--- src/rtl/pipe_pkg.sv ---
// Shared definitions for the MIPS pipeline-stage buffer.
//   NOP_INSTR      : encoding driven on out_instr for a bubble (sll $0,$0,0)
//   *_W_DEF        : default field widths
//   ENTRY_W        : width of one packed {pc, instr, data} entry at default widths
//   m_src_e        : where the main register takes its next contents from
package pipe_pkg;

  localparam int unsigned PC_W_DEF    = 32;
  localparam int unsigned INSTR_W_DEF = 32;
  localparam int unsigned DATA_W_DEF  = 128;
  localparam int unsigned CNT_W_DEF   = 16;
  localparam int unsigned ENTRY_W     = PC_W_DEF + INSTR_W_DEF + DATA_W_DEF;

  localparam logic [31:0] NOP_INSTR = 32'h0;

  typedef enum logic [1:0] {
    M_HOLD,     // main full and stalled
    M_FROM_S,   // skid entry promoted into main
    M_FROM_IN,  // fresh input goes straight into main
    M_DRAIN     // main empties (fired or was empty) with nothing to refill
  } m_src_e;

endpackage

--- src/rtl/pipe_entry_reg.sv ---
// One pipeline entry: W-bit payload register plus its valid flag.
//   clk, reset : clock and synchronous active-high reset (clears payload and valid)
//   load_i     : capture d_i into the payload register
//   d_i        : payload to capture
//   valid_d_i  : next value of the valid flag (applied every cycle)
//   q_o        : held payload
//   valid_o    : held valid flag
module pipe_entry_reg
  import pipe_pkg::*;
#(
  parameter int unsigned W = ENTRY_W
) (
  input  logic         clk,
  input  logic         reset,
  input  logic         load_i,
  input  logic [W-1:0] d_i,
  input  logic         valid_d_i,
  output logic [W-1:0] q_o,
  output logic         valid_o
);

  logic [W-1:0] data_q;
  logic         valid_q;

  always_ff @(posedge clk) begin
    if (reset) begin
      data_q  <= '0;
      valid_q <= 1'b0;
    end else begin
      valid_q <= valid_d_i;
      if (load_i) data_q <= d_i;
    end
  end

  assign q_o     = data_q;
  assign valid_o = valid_q;

endmodule

--- src/rtl/pipe_stage_buf.sv ---
// Pipeline-stage register (IF/ID, ID/EX, EX/MEM, MEM/WB) with a valid/ready
// handshake, synchronous flush and a 2-entry skid buffer (main M, skid S).
// in_ready is registered (~skid valid), so a downstream stall never reaches
// upstream combinationally; sustained throughput is one transfer per cycle.
//   clk, reset            : clock, synchronous active-high reset
//   flush                 : synchronous kill of both held entries
//   in_valid / in_ready   : upstream handshake; in_pc, in_instr, in_data payload
//   out_valid / out_ready : downstream handshake; out_pc, out_instr, out_data payload
//   stall_cnt, flush_cnt  : saturating statistics, built only when the macro
//                           PIPE_STAT_EN is defined, otherwise tied to zero
module pipe_stage_buf
  import pipe_pkg::*;
#(
  parameter int unsigned PC_W        = PC_W_DEF,
  parameter int unsigned INSTR_W     = INSTR_W_DEF,
  parameter int unsigned DATA_W      = DATA_W_DEF,
  parameter bit          ZERO_BUBBLE = 1'b1,
  parameter int unsigned CNT_W       = CNT_W_DEF
) (
  input  logic               clk,
  input  logic               reset,
  input  logic               flush,
  input  logic               in_valid,
  output logic               in_ready,
  input  logic [PC_W-1:0]    in_pc,
  input  logic [INSTR_W-1:0] in_instr,
  input  logic [DATA_W-1:0]  in_data,
  output logic               out_valid,
  input  logic               out_ready,
  output logic [PC_W-1:0]    out_pc,
  output logic [INSTR_W-1:0] out_instr,
  output logic [DATA_W-1:0]  out_data,
  output logic [CNT_W-1:0]   stall_cnt,
  output logic [CNT_W-1:0]   flush_cnt
);

  localparam int unsigned EW = PC_W + INSTR_W + DATA_W;

  logic [EW-1:0]      in_ent, m_q, s_q, m_d;
  logic               m_v_q, s_v_q, m_v_d, s_v_d;
  logic               m_ld, s_ld;
  logic               in_fire, m_open;
  m_src_e             m_src;
  logic [PC_W-1:0]    m_pc;
  logic [INSTR_W-1:0] m_instr;
  logic [DATA_W-1:0]  m_data;

  assign in_ent  = {in_pc, in_instr, in_data};
  assign in_fire = in_valid & ~s_v_q;
  assign m_open  = ~m_v_q | out_ready;

  // S only fills while M is stalled, so S is promoted before any new input
  // is considered; in_ready=0 whenever S is full keeps both from colliding.
  always_comb begin
    m_src = M_HOLD;
    if (m_open) begin
      if (s_v_q)        m_src = M_FROM_S;
      else if (in_fire) m_src = M_FROM_IN;
      else              m_src = M_DRAIN;
    end
  end

  always_comb begin
    m_v_d = m_v_q;
    s_v_d = s_v_q;
    m_ld  = 1'b0;
    s_ld  = 1'b0;
    m_d   = s_q;
    case (m_src)
      M_FROM_S: begin
        m_ld  = 1'b1;
        m_d   = s_q;
        m_v_d = 1'b1;
        s_v_d = 1'b0;
      end
      M_FROM_IN: begin
        m_ld  = 1'b1;
        m_d   = in_ent;
        m_v_d = 1'b1;
      end
      M_DRAIN: m_v_d = 1'b0;
      M_HOLD: begin
        if (in_fire) begin
          s_ld  = 1'b1;
          s_v_d = 1'b1;
        end
      end
    endcase
    if (flush) begin
      m_v_d = 1'b0;
      s_v_d = 1'b0;
      m_ld  = 1'b0;
      s_ld  = 1'b0;
    end
  end

  pipe_entry_reg #(.W(EW)) u_main (
    .clk       (clk),
    .reset     (reset),
    .load_i    (m_ld),
    .d_i       (m_d),
    .valid_d_i (m_v_d),
    .q_o       (m_q),
    .valid_o   (m_v_q)
  );

  pipe_entry_reg #(.W(EW)) u_skid (
    .clk       (clk),
    .reset     (reset),
    .load_i    (s_ld),
    .d_i       (in_ent),
    .valid_d_i (s_v_d),
    .q_o       (s_q),
    .valid_o   (s_v_q)
  );

  assign in_ready  = ~s_v_q;
  assign out_valid = m_v_q;
  assign {m_pc, m_instr, m_data} = m_q;

  if (ZERO_BUBBLE) begin : g_bubble
    assign out_pc    = m_v_q ? m_pc    : '0;
    assign out_instr = m_v_q ? m_instr : INSTR_W'(NOP_INSTR);
    assign out_data  = m_v_q ? m_data  : '0;
  end else begin : g_stale
    assign out_pc    = m_pc;
    assign out_instr = m_instr;
    assign out_data  = m_data;
  end

`ifdef PIPE_STAT_EN
  logic [CNT_W-1:0] stall_cnt_q, flush_cnt_q;

  always_ff @(posedge clk) begin
    if (reset) begin
      stall_cnt_q <= '0;
      flush_cnt_q <= '0;
    end else begin
      if (m_v_q && !out_ready && stall_cnt_q != '1)
        stall_cnt_q <= stall_cnt_q + CNT_W'(1);
      if (flush && (m_v_q || s_v_q) && flush_cnt_q != '1)
        flush_cnt_q <= flush_cnt_q + CNT_W'(1);
    end
  end

  assign stall_cnt = stall_cnt_q;
  assign flush_cnt = flush_cnt_q;
`else
  assign stall_cnt = '0;
  assign flush_cnt = '0;
`endif

endmodule

--- config.mk ---
export PLATFORM = sky130hd
export DESIGN_NAME = pipe_stage_buf
export DESIGN_NICKNAME = d
export VERILOG_FILES = /design/src/rtl/pipe_pkg.sv /design/src/rtl/pipe_entry_reg.sv /design/src/rtl/pipe_stage_buf.sv
export SDC_FILE = /design/constraint.sdc
export NUM_CORES = 1
export LEC_CHECK = 0
export BUFFER_PORTS_ARGS = -buffer_cell sky130_fd_sc_hd__buf_4
export CORE_AREA = 3 3 180 182
export CTS_CLUSTER_DIAMETER = 100
export DETAILED_ROUTE_END_ITERATION = 7
export DIE_AREA = 0 0 183 185
export GPL_TIMING_DRIVEN = 0
export PLACE_DENSITY_LB_ADDON = 0.15
export SLEW_MARGIN = 5
export SYNTH_ARGS = -nofsm -noshare
export SYNTH_HDL_FRONTEND = slang
export SYNTH_SLANG_ARGS = --single-unit
--- constraint.sdc ---
create_clock -name clk -period 4.28 [get_ports clk]
set_input_delay 0.642 -clock clk [delete_from_list [all_inputs] [get_ports clk]]
set_output_delay 0.642 -clock clk [all_outputs]
set_load 0.02 [all_outputs]
======== After elaboration in Yosys (flattened, before gate mapping) ========
Index checks and enable logic that the tools add are counted.
W data, S select, Z words.
word-level totals
  bits in registers ....................... 386
  logic and storage cells ................. 33
  bits of input ports ..................... 197
  output and inout port bits .............. 226
cells by class
  mux-type cells .......................... 15
  equality and inequality tests ........... 4
  reductions and logical operators ........ 6
  bitwise operators ....................... 4
operator list
  kind                  count
  $mux W192             1
  $mux W128             1
  $mux W32              2
  $mux W1               7
  $eq A2 B2 Y1 const B  2
  $mux W2               2
  $pmux W1 S2           2
  $reduce_bool A2 Y1    2
  $reduce_or A2 Y1      2
  $eq A2 B1 Y1 const B  1
  $logic_not A2 Y1      1
  $ne A2 B2 Y1 const B  1
  $not A1 Y1            2
  $reduce_and A2 Y1     1
  $and A1 B1 Y1         1
  $or A1 B1 Y1          1

======== Depth between registers and ports, before layout ========
  depth after elaboration ................. 9
  gate-level depth with buffers ........... 10
  gate-level depth less buffers ........... 7

======== Modules after synthesis ========
From an unflattened synthesis, not the netlist that was laid out.
second synthesis, totals
  cell total of the unflattened synthesis .. 1717
  area total of the unflattened synthesis .. 18067.3 sq um
modules (own cells, without submodules)
  module          cells each  times used  area an instance (sq um)  sequential area each (sq um)
  pipe_entry_reg  621         2           7009.2                    3863.7
  pipe_stage_buf  475         1           4048.9                    0.0

======== Least setup slack after synthesis ========
Ideal clock, no wire load.
  path kind ............................... input-to-reg
  from .................................... in out_ready
  to ...................................... reg u_main.data_q[24], in the netlist u_main.q_o[24]
  setup time .............................. 0.138 ns
  data required time ...................... 4.142 ns
  path slack .............................. 2.114 ns
  arrival time ............................ 2.028 ns
  path buffers ............................ 3
  stages on the path ...................... 8
  path through ............................ nor2b_1 > or2_2 > ha_1 > nor2b_1 > buf_2 > buf_2 > clkbuf_1 > a211oi_1
on the way
  cells in the longest elaborated chain, start to end .. 6
  elaborated cells on any way between the ends .. 8
  classes of those cells .................. 2 x eq/ne; 4 x mux; 1 x bitwise; 1 x reduce/logical
RTL lines
  what                                          RTL line              source
  start: declaration                            pipe_stage_buf.sv:29  input logic out_ready,
  $or A1 B1 Y1 (*)                              pipe_stage_buf.sv:50  assign m_open = ~m_v_q | out_ready;
  $mux W2 (*)                                   pipe_stage_buf.sv:56  if (m_open) begin
  $eq A2 B2 Y1 or $eq A2 B1 Y1 (tied branches)  pipe_stage_buf.sv:69  case (m_src)
  $reduce_or A2 Y1 (no line)                    --
  $mux W1                                       pipe_stage_buf.sv:69
  $mux W1                                       pipe_stage_buf.sv:89  if (flush) begin
  end signal: assignment                        pipe_entry_reg.sv:31  if (load_i) data_q <= d_i;
  end: declaration                              pipe_entry_reg.sv:22  logic [W-1:0] data_q;
Every way passes the cells marked *; elsewhere a longest branch is shown, timed or not.
A chain may end at the register's enable or synchronous reset.

======== Worst setup path after layout ========
  from .................................... reg u_main.valid_q, in the netlist u_main.valid_o
  to ...................................... out out_pc[26]
on the way
  cells in the longest elaborated chain, start to end .. 1
RTL lines
  what                      RTL line               source
  start: declaration        pipe_entry_reg.sv:23   logic valid_q;
  start signal: assignment  pipe_entry_reg.sv:30   valid_q <= valid_d_i;
  $mux W32                  pipe_stage_buf.sv:122  assign out_pc = m_v_q ? m_pc : '0;
  end: declaration          pipe_stage_buf.sv:30   output logic [PC_W-1:0] out_pc,
Every way passes these cells.

==> impl_metrics.yaml <==
worst_setup_path:
  path_class: "reg -> out"
  worstSetupEndpointType: "output pin"
  cp.arrival_ns: 2.60
  crit_fanout: 10
  ff2ff_setup_slack_ns: 1.71
  startpoint_type: "flop"
  cp.required_ns: 3.64
  reg2reg_depth: 8
cells_and_area:
  fillers: 2549
  multi_input_area_um2: 7940
  utilization_pct: 69.7
  area_delta_synth_final_pct: 28.3
  fin_cells: 2836
  nNetsFinal: 2616
  seq_area_um2: 7730
  drive_gt1_share_pct: 23.5
placement:
  dp.cells: 2769
  hpwl_um: 36000
  gp_congestion: 0.833
  portBuffers: 389
global_routing:
  first_global_vias: 14300
  grt-ovfl-total: 0
  antenna_found_initial: 4
  grt_usage_pct: 27.4
  grt_max_degree: 13
  grt_first_pass_wirelength_um: 74800
sta:
  setup_viol: 0
  fin_crit_sh_pct: 75.8
  tns_ns: 0
  max_slew_margin_pct: 32.2
  timing.hold.ws_ns: 0.322
  finalHoldViolations: 0
  fmax_mhz: 308
  final.min_clock_period_ns: 3.24
  worst_pin_slew_ns: 1.02
  rsz0062_at_grt: "false"
  finalClockSkew_ns: 0.0131
  maxSlewViolCount: 0
die:
  boundaryPins: 423
  num_rows: 64
  initial_core_util_pct: 54.3
  die_h_um: 185
  core_um2: 30700
  dieArea_um2: 33900
  die_w_um: 183
cts:
  ctsHtreeMaxLevel: 2
  clockRootBuffer: "clkbuf_16"
  cts.sinks: 386
  clk_pin_slew_ns: 0.06
  insertion_delay_ns: 0.52
  cts_hold_buf: 0
  post_cts_resized: 0
  cts_buffer_depth: 3
  cts_tree: "built"
  numCtsBuffers: 40
  cts_setup_buffers: 0
power:
  ir_worst_vdd_mv: 0.252
  internal_power_mw: 6.07
  p_comb_share_pct: 12.7
  power.net_switching_mw: 2.00
  cellLeakagePower_nw: 9.05
  power_mw: 8.08
  powerDensity_nw_per_um2: 377
  p_sw_share_pct: 24.8
  seqPwrFrac_pct: 47.4
  p_clk_share_pct: 39.9
synthesis:
  synth_area_um2: 16700
  synth-async-reset-ratio_pct: 0
  syn_avg_cell_area_um2: 8.56
  ys_seq_area_share_pct: 46.2
  synth_edf_count: 0
  yosysMostFrequentCell: "dfxtp_1"
  synth_top_area_share_pct: 46.2
  yosys-top-cells-area: "dfxtp_1 (46%), mux2i_1 (12%), a211oi_1 (8.7%), nand2_1 (8.6%), and2_1 (7.2%)"
  ys_seq_elements: 386
  synth_warnings: 0
  yosys.area.top_type: "dfxtp_1"
  netlist_instances: 1953
  synth_cell_type_count: 20
  synthTopCellsByCount: "dfxtp_1 (386), nand2_1 (384), a21oi_1 (194), a211oi_1 (193), nor2_1 (193)"
  synth_flop_cell: "dfxtp_1"
drt:
  via_per_inst: 5.32
  drcViolationCount: 0
  firstDrtPassIters: 6
  drtAntennaViolNets: 0
  wl_um: 49000
  wl_per_cell_um: 17.3
  drtIter0Drc: 867
  dr_total_vias: 15100
run_status:
  status: "finished clean"
flow_run:
  maxCapViolCount: 0
min_path:
  hold_path_depth: 2
  hold_class: "in -> reg"
[metrics by stage]
step                      cell area [um^2]  setup slack, ns
after floorplan                      16800             2.11
after global placement               20200             1.55
after detailed placement             20200             1.52
after CTS                            21400            0.964
after global routing                 21400            0.925
final                                21400             1.04
[power by group through the flow]
stage	Clock (mW)	Sequential, mW	Combinational, mW
after floorplan	0	3.88	0.637
after global placement	0	3.90	0.996
after detailed placement	0	3.90	1.02
after CTS	3.25	3.83	1.02
after global routing	3.41	3.84	1.12
final	3.22	3.83	1.03
[cell families after synthesis]
kind of cell	Yosys count	share of synthesized area, %
buf+inv	206	6.95
mux	192	11.5
compound gates	388	14.5
other cells	1	0.0224
fa+ha+maj	4	0.300
flops	386	46.2
simple gates	776	20.5
[layer usage]
metal  GRT usage, %  vias up  routed length (um)
li1               -     7418                   -
met1           33.8     6995               19700
met2           47.4      552               23400
met3           6.23      109                4100
met4           9.66        2                1740
met5              0        -                  13
[area by class of cell]
cell class	instances	area share [%]
clock inverter	2	0.0467
multi-input combinational	1392	37.0
inverter	3	0.0525
tap	396	2.31
sequential	386	36.1
timing repair buffer	389	13.6
antenna	3	0.0350
clock buffer	62	5.48
buffer	203	5.36
[sequential cells by signal (all words and copies together), names as in the netlist]
name	cells
u_main.q_o	192
u_main.valid_o	1
u_skid.q_o	192
u_skid.valid_o	1
[layout by cell type, fill, tap and decap left out, types with 2 or more instances in the layout]
cell       netlist  final
dfxtp_1        386    386
ha_1             4      4
clkinv_2         0      2
a21oi_1        194    194
inv_1            3      3
diode_2          0      3
conb_1           1     32
and2_1         192    192
buf_4           89    478
mux2i_1        192    192
nor2_1         193    193
clkbuf_1        71     85
nor2b_1          2      2
clkbuf_8         0      7
clkbuf_16        0     41
nand2_1        384    384
a211oi_1       193    193
buf_2           43     43
[critical path, cell delays in order, from the launching register on]
cell and delay (ns):
dfxtp_1 0.46, clkbuf_1 0.74, clkbuf_1 0.46, and2_1 0.26
buf_4 0.16
[worst paths after layout]
| path | from | to |
|---|---|---|
| setup / recovery | u_main.valid_o | out_pc[26] |
| hold / removal | flush | u_skid.valid_o |
| setup reg to reg | u_main.valid_o | u_main.q_o[65] |
| hold reg to reg | u_skid.q_o[170] | u_skid.q_o[170] |
Note: power is estimated with default switching activity, not from simulation.
